**config.mk**
```make
export PLATFORM = sky130hd
export DESIGN_NAME = ltssm_polling_seq
export DESIGN_NICKNAME = d
export VERILOG_FILES = /design/src/rtl/ltssm_polling_seq.sv
export SDC_FILE = /design/constraint.sdc
export NUM_CORES = 1
export LEC_CHECK = 0
export CAP_MARGIN = 40
export CORE_MARGIN = 2
export CORE_UTILIZATION = 35
export CTS_CLUSTER_DIAMETER = 200
export DETAILED_ROUTE_END_ITERATION = 8
export GPL_ROUTABILITY_DRIVEN = 0
export PLACE_DENSITY = 0.6
export SYNTH_ARGS = -nofsm -noshare
export SYNTH_HDL_FRONTEND = slang
export SYNTH_SLANG_ARGS = --single-unit
```
**constraint.sdc**
```tcl
create_clock -name clk_i -period 3.2 [get_ports clk_i]
set_input_delay 0.64 -clock clk_i [delete_from_list [all_inputs] [get_ports clk_i]]
set_output_delay 0.64 -clock clk_i [all_outputs]
set_load 0.02 [all_outputs]
```
**src/rtl/ltssm_polling_seq.sv**
```systemverilog
`default_nettype none
// ============================================================================
// Module  : ltssm_polling_seq
// Purpose : One-lane LTSSM Polling.Active / Polling.Configuration sequencer.
// Revision: 1.0 - initial release
// ============================================================================
module ltssm_polling_seq #(
    parameter int TX_TS1_MIN     = 1024,
    parameter int RX_CONSEC      = 8,
    parameter int TX_TS2_AFTER   = 16,
    parameter int ACTIVE_TIMEOUT = 6000000,
    parameter int CONFIG_TIMEOUT = 12000000
) (
    input  logic       clk_i,
    input  logic       rst_i,
    input  logic       start_i,
    output logic       os_tx_valid_o,
    output logic       os_tx_ts2_o,
    input  logic       os_tx_ready_i,
    input  logic       rx_os_valid_i,
    input  logic [1:0] rx_os_type_i,
    output logic [1:0] state_o,
    output logic       done_o,
    output logic       timeout_o
);

    localparam int c_tx1_w   = $clog2(TX_TS1_MIN + 1);
    localparam int c_tx2_w   = $clog2(TX_TS2_AFTER + 1);
    localparam int c_rx_w    = $clog2(RX_CONSEC + 1);
    localparam int c_tmr_max = (ACTIVE_TIMEOUT > CONFIG_TIMEOUT) ? ACTIVE_TIMEOUT : CONFIG_TIMEOUT;
    localparam int c_tmr_w   = $clog2(c_tmr_max + 1);

    localparam logic [c_tx1_w-1:0] c_tx1_lim  = c_tx1_w'(TX_TS1_MIN);
    localparam logic [c_tx2_w-1:0] c_tx2_lim  = c_tx2_w'(TX_TS2_AFTER);
    localparam logic [c_rx_w-1:0]  c_rx_lim   = c_rx_w'(RX_CONSEC);
    localparam logic [c_tmr_w-1:0] c_act_last = c_tmr_w'(ACTIVE_TIMEOUT - 1);
    localparam logic [c_tmr_w-1:0] c_cfg_last = c_tmr_w'(CONFIG_TIMEOUT - 1);

    typedef enum logic [1:0] {
        ST_IDLE   = 2'd0,
        ST_ACTIVE = 2'd1,
        ST_CONFIG = 2'd2
    } state_t;

    state_t             state_q,   state_d;
    logic               valid_q,   valid_d;
    logic               ts2_q,     ts2_d;
    logic               done_q,    done_d;
    logic               timeout_q, timeout_d;
    logic               seen_q,    seen_d;
    logic [c_tx1_w-1:0] tx1_q,     tx1_d;
    logic [c_tx2_w-1:0] tx2_q,     tx2_d;
    logic [c_rx_w-1:0]  rx_q,      rx_d;
    logic [c_tmr_w-1:0] timer_q,   timer_d;

    logic               w_hs;
    logic               w_rx_ts1;
    logic               w_rx_ts2;
    logic [c_tx1_w-1:0] w_tx1_inc;
    logic [c_tx2_w-1:0] w_tx2_inc;
    logic [c_rx_w-1:0]  w_rx_inc;
    logic [c_tmr_w-1:0] w_tmr_inc;

    assign w_hs      = valid_q & os_tx_ready_i;
    assign w_rx_ts1  = rx_os_valid_i & (rx_os_type_i == 2'b01);
    assign w_rx_ts2  = rx_os_valid_i & (rx_os_type_i == 2'b10);
    assign w_tx1_inc = (tx1_q == c_tx1_lim) ? tx1_q : tx1_q + c_tx1_w'(1);
    assign w_tx2_inc = (tx2_q == c_tx2_lim) ? tx2_q : tx2_q + c_tx2_w'(1);
    assign w_rx_inc  = (rx_q == c_rx_lim) ? rx_q : rx_q + c_rx_w'(1);
    assign w_tmr_inc = timer_q + c_tmr_w'(1);

    // Exit checks use this cycle's updated counts so the qualifying handshake itself counts.
    always_comb begin
        state_d   = state_q;
        valid_d   = valid_q;
        ts2_d     = ts2_q;
        done_d    = 1'b0;
        timeout_d = 1'b0;
        seen_d    = seen_q;
        tx1_d     = tx1_q;
        tx2_d     = tx2_q;
        rx_d      = rx_q;
        timer_d   = timer_q;
        case (state_q)
            ST_IDLE: begin
                valid_d = 1'b0;
                ts2_d   = 1'b0;
                seen_d  = 1'b0;
                tx1_d   = '0;
                tx2_d   = '0;
                rx_d    = '0;
                timer_d = '0;
                if (start_i) begin
                    state_d = ST_ACTIVE;
                    valid_d = 1'b1;
                end
            end
            ST_ACTIVE: begin
                timer_d = w_tmr_inc;
                if (w_hs) begin
                    tx1_d = w_tx1_inc;
                end
                if (rx_os_valid_i) begin
                    rx_d = (w_rx_ts1 | w_rx_ts2) ? w_rx_inc : '0;
                end
                if (w_hs && (tx1_d >= c_tx1_lim) && (rx_d >= c_rx_lim)) begin
                    state_d = ST_CONFIG;
                    ts2_d   = 1'b1;
                    tx1_d   = '0;
                    rx_d    = '0;
                    timer_d = '0;
                end else if (timer_q == c_act_last) begin
                    state_d   = ST_IDLE;
                    valid_d   = 1'b0;
                    timeout_d = 1'b1;
                end
            end
            ST_CONFIG: begin
                timer_d = w_tmr_inc;
                if (w_hs && seen_q) begin
                    tx2_d = w_tx2_inc;
                end
                if (w_rx_ts2) begin
                    rx_d   = w_rx_inc;
                    seen_d = 1'b1;
                end else if (rx_os_valid_i) begin
                    rx_d = '0;
                end
                if (w_hs && (tx2_d >= c_tx2_lim) && (rx_d >= c_rx_lim)) begin
                    state_d = ST_IDLE;
                    valid_d = 1'b0;
                    ts2_d   = 1'b0;
                    done_d  = 1'b1;
                end else if (timer_q == c_cfg_last) begin
                    state_d   = ST_IDLE;
                    valid_d   = 1'b0;
                    ts2_d     = 1'b0;
                    timeout_d = 1'b1;
                end
            end
            default: begin
                state_d = ST_IDLE;
                valid_d = 1'b0;
                ts2_d   = 1'b0;
            end
        endcase
    end

    always_ff @(posedge clk_i) begin
        if (rst_i) begin
            state_q   <= ST_IDLE;
            valid_q   <= 1'b0;
            ts2_q     <= 1'b0;
            done_q    <= 1'b0;
            timeout_q <= 1'b0;
            seen_q    <= 1'b0;
            tx1_q     <= '0;
            tx2_q     <= '0;
            rx_q      <= '0;
            timer_q   <= '0;
        end else begin
            state_q   <= state_d;
            valid_q   <= valid_d;
            ts2_q     <= ts2_d;
            done_q    <= done_d;
            timeout_q <= timeout_d;
            seen_q    <= seen_d;
            tx1_q     <= tx1_d;
            tx2_q     <= tx2_d;
            rx_q      <= rx_d;
            timer_q   <= timer_d;
        end
    end

    assign os_tx_valid_o = valid_q;
    assign os_tx_ts2_o   = ts2_q;
    assign state_o       = state_q;
    assign done_o        = done_q;
    assign timeout_o     = timeout_q;

endmodule
`default_nettype wire

```
==> flow_summary.toml <==
[run_status]
status = "completed"

[global_route]
grt_use_met2_pct = 26.3
grtUsageMet1_pct = 22.0
grt_max_degree = 42
grt_pass1_vias = 2717
met3_usage_pct = 2.34
track_usage_pct = 16.0
busiest_layer = "met2"
antenna_found_initial = 0
overflow = 0
grt_pass1_wl_um = 13200

[cts]
cts_sinks = 51
clock_path_buffers = 2
cts-buffers-inserted = 5
cts_hold_buf = 0
clkTransAtPathRegs_ps = 90
post-cts-setup-buffer-count = 0
cts_tree = "built"
cts_resized = 0
h-tree-depth = 2
clk_latency_ps = 310
cts_root_buf = "clkbuf_8"

[cells_and_area]
layout_common_cells = "dfxtp_1 (51), nand2_1 (43), nor2_1 (30)"
regArea_mm2 = 0.00102
diodes = 0
drive_above_1_share_pct = 5.17
final_common_cell = "dfxtp_1"
nets = 423
multi_input_area_mm2 = 0.00194
fillers = 898
area_delta_synth_final_pct = 10.7

[sta]
whs_ps = 469
tightest_slew_ps = 837
rsz0062_at_grt = "false"
slew_viol_final = 0
skew_ps = 8.73
tns_ps = 0
period_needed_ps = 2620
finalCritPeriodShare_pct = 82.0
fmax_mhz = 381
setup_viol = 0
slew_headroom_pct = 43.8
hold_violations = 0

[critical_path]
cp.required_ps = 3400
crit_arrival_ps = 2830
critPathCaptureType = "register"
critPathLaunchType = "input port"
worstReg2RegStart = "state_o[0]"
critPathLaunch = "rx_os_valid_i"
crit_type = "input port to register"
path_max_fanout = 41

[die]
num_rows = 34
die_area_mm2 = 0.00974
start_util_pct = 36.0
ioPinCount = 13
die_y_um = 98.7
core-area_mm2 = 0.00872
die_w_um = 98.7

[yosys]
synth_edf_count = 0
synthArstFlopShare_pct = 0
synthFlopType = "dfxtp_1"
yosysWarnings = 0
syn_nets = 421
ys_ff_latch = 51
avgSynthCellArea_um2 = 7.79
synthCells = 403
yosysSeqAreaShare_pct = 32.5
netlist_area_mm2 = 0.00314
ys_types = 56

[routing]
drt-pass1-iter-count = 6
vias = 3007
ant_nets = 0
detail_route.iter0.violations = 153
drc = 0
via_per_inst = 5.85
drt-total-wl_um = 7610
wl_per_cell_um = 14.8

[power_and_ir_drop]
finalPower_uw = 1300
powerDensity_mw_per_mm2 = 373
leakage_uw = 0.00113
ir_worst_vdd_mv = 0.201

[run]
drv_cap = 0

[hold_path]
hp-class = "register to register"
worstHoldStart = "timer_q[6]"

[place]
hpwlAfterDp_um = 5440
port_buffers = 12
## cells in the mapped netlist, types with 4 or more instances
master	instances	area share, %
a211oi_1	5	1.2
a21o_1	8	1.9
a21oi_1	29	4.6
a22o_1	6	1.7
a22oi_1	7	1.7
a31oi_1	18	3.6
and2_1	7	1.4
and3_1	7	1.4
buf_2	4	0.64
clkbuf_1	13	1.6
dfxtp_1	51	33
ha_1	11	4.4
inv_1	18	2.2
mux2i_1	4	1.3
nand2_1	43	5.1
nand2b_1	8	1.6
nand3_1	21	3.3
nand3b_1	6	1.4
nand4_1	18	3.6
nor2_1	30	3.6
nor3_1	6	0.96
nor4_1	5	1.0
o211ai_1	4	0.96
o21ai_0	11	1.8
or3_1	10	2.0
xnor2_1	4	1.1
## routing by layer
metal,share of wire [%],vias up
met5,0,-
met4,1.7,0
met3,3.9,12
met2,47,66
met1,48,1420
li1,-,1509
## critical path, stage by stage
cell             delay (ps)
clkdlybuf4s50_1         640
inv_1                   110
or3_1                   410
a31oi_1                 320
nand2_1                 150
buf_12                  190
a21o_1                  170
a22o_1                  170
## stage by stage
| stage | area (um^2) | std cells | util, % | setup slack (ps) |
|---|---|---|---|---|
| finish | 3470 | 514 | 39.8 | 576 |
| global placement | 3330 | 505 | 38.2 | 293 |
| floorplan | 3140 | 403 | - | 749 |
| detailed placement | 3340 | 506 | 38.3 | 286 |
| CTS | 3470 | 514 | 39.8 | 586 |
| global route | 3470 | 514 | 39.8 | 390 |
## layout make-up
| cell class | count | share of cell area (%) |
|---|---|---|
| clock buffer | 6 | 2.09 |
| clock inverter | 2 | 1.73 |
| inverter | 18 | 1.94 |
| multi-input combinational | 311 | 55.9 |
| sequential | 51 | 29.4 |
| tap | 108 | 3.89 |
| timing repair buffer | 18 | 5.11 |
## where the power goes
part           switching, uW  internal (uW)  total [uW]
Sequential              5.14            638         643
Clock                    219            313         531
Combinational           77.2           44.4         122
## state kept, by name (all words and copies together) (netlist names)
register,flops
state_o,2
done_o,1
timer_q,24
tx2_q,5
tx1_q,11
rx_q,4
os_tx_ts2_o,1
timeout_o,1
os_tx_valid_o,1
seen_q,1
## kinds of logic after synthesis
kind of cell,Yosys count,share of synthesized area [%]
xor gates and xnor gates,6,1.67
DFF,51,32.5
buffers and inverters,41,5.66
adders and majority gates,11,4.38
muxes,4,1.28
AOI/OAI and AO/OA,109,23.8
and+or+nand+nor,181,30.6
## final timing paths
path / to / slack (ps) / depth (start not counted)
worst max-delay path: timer_q[17] / 580 / 8
worst min-delay path: timer_q[6] / 470 / 1
worst max register to register: timer_q[13] / 580 / 9
worst min register to register: timer_q[6] / 470 / 1
Note: power is estimated with default switching activity, not from simulation.
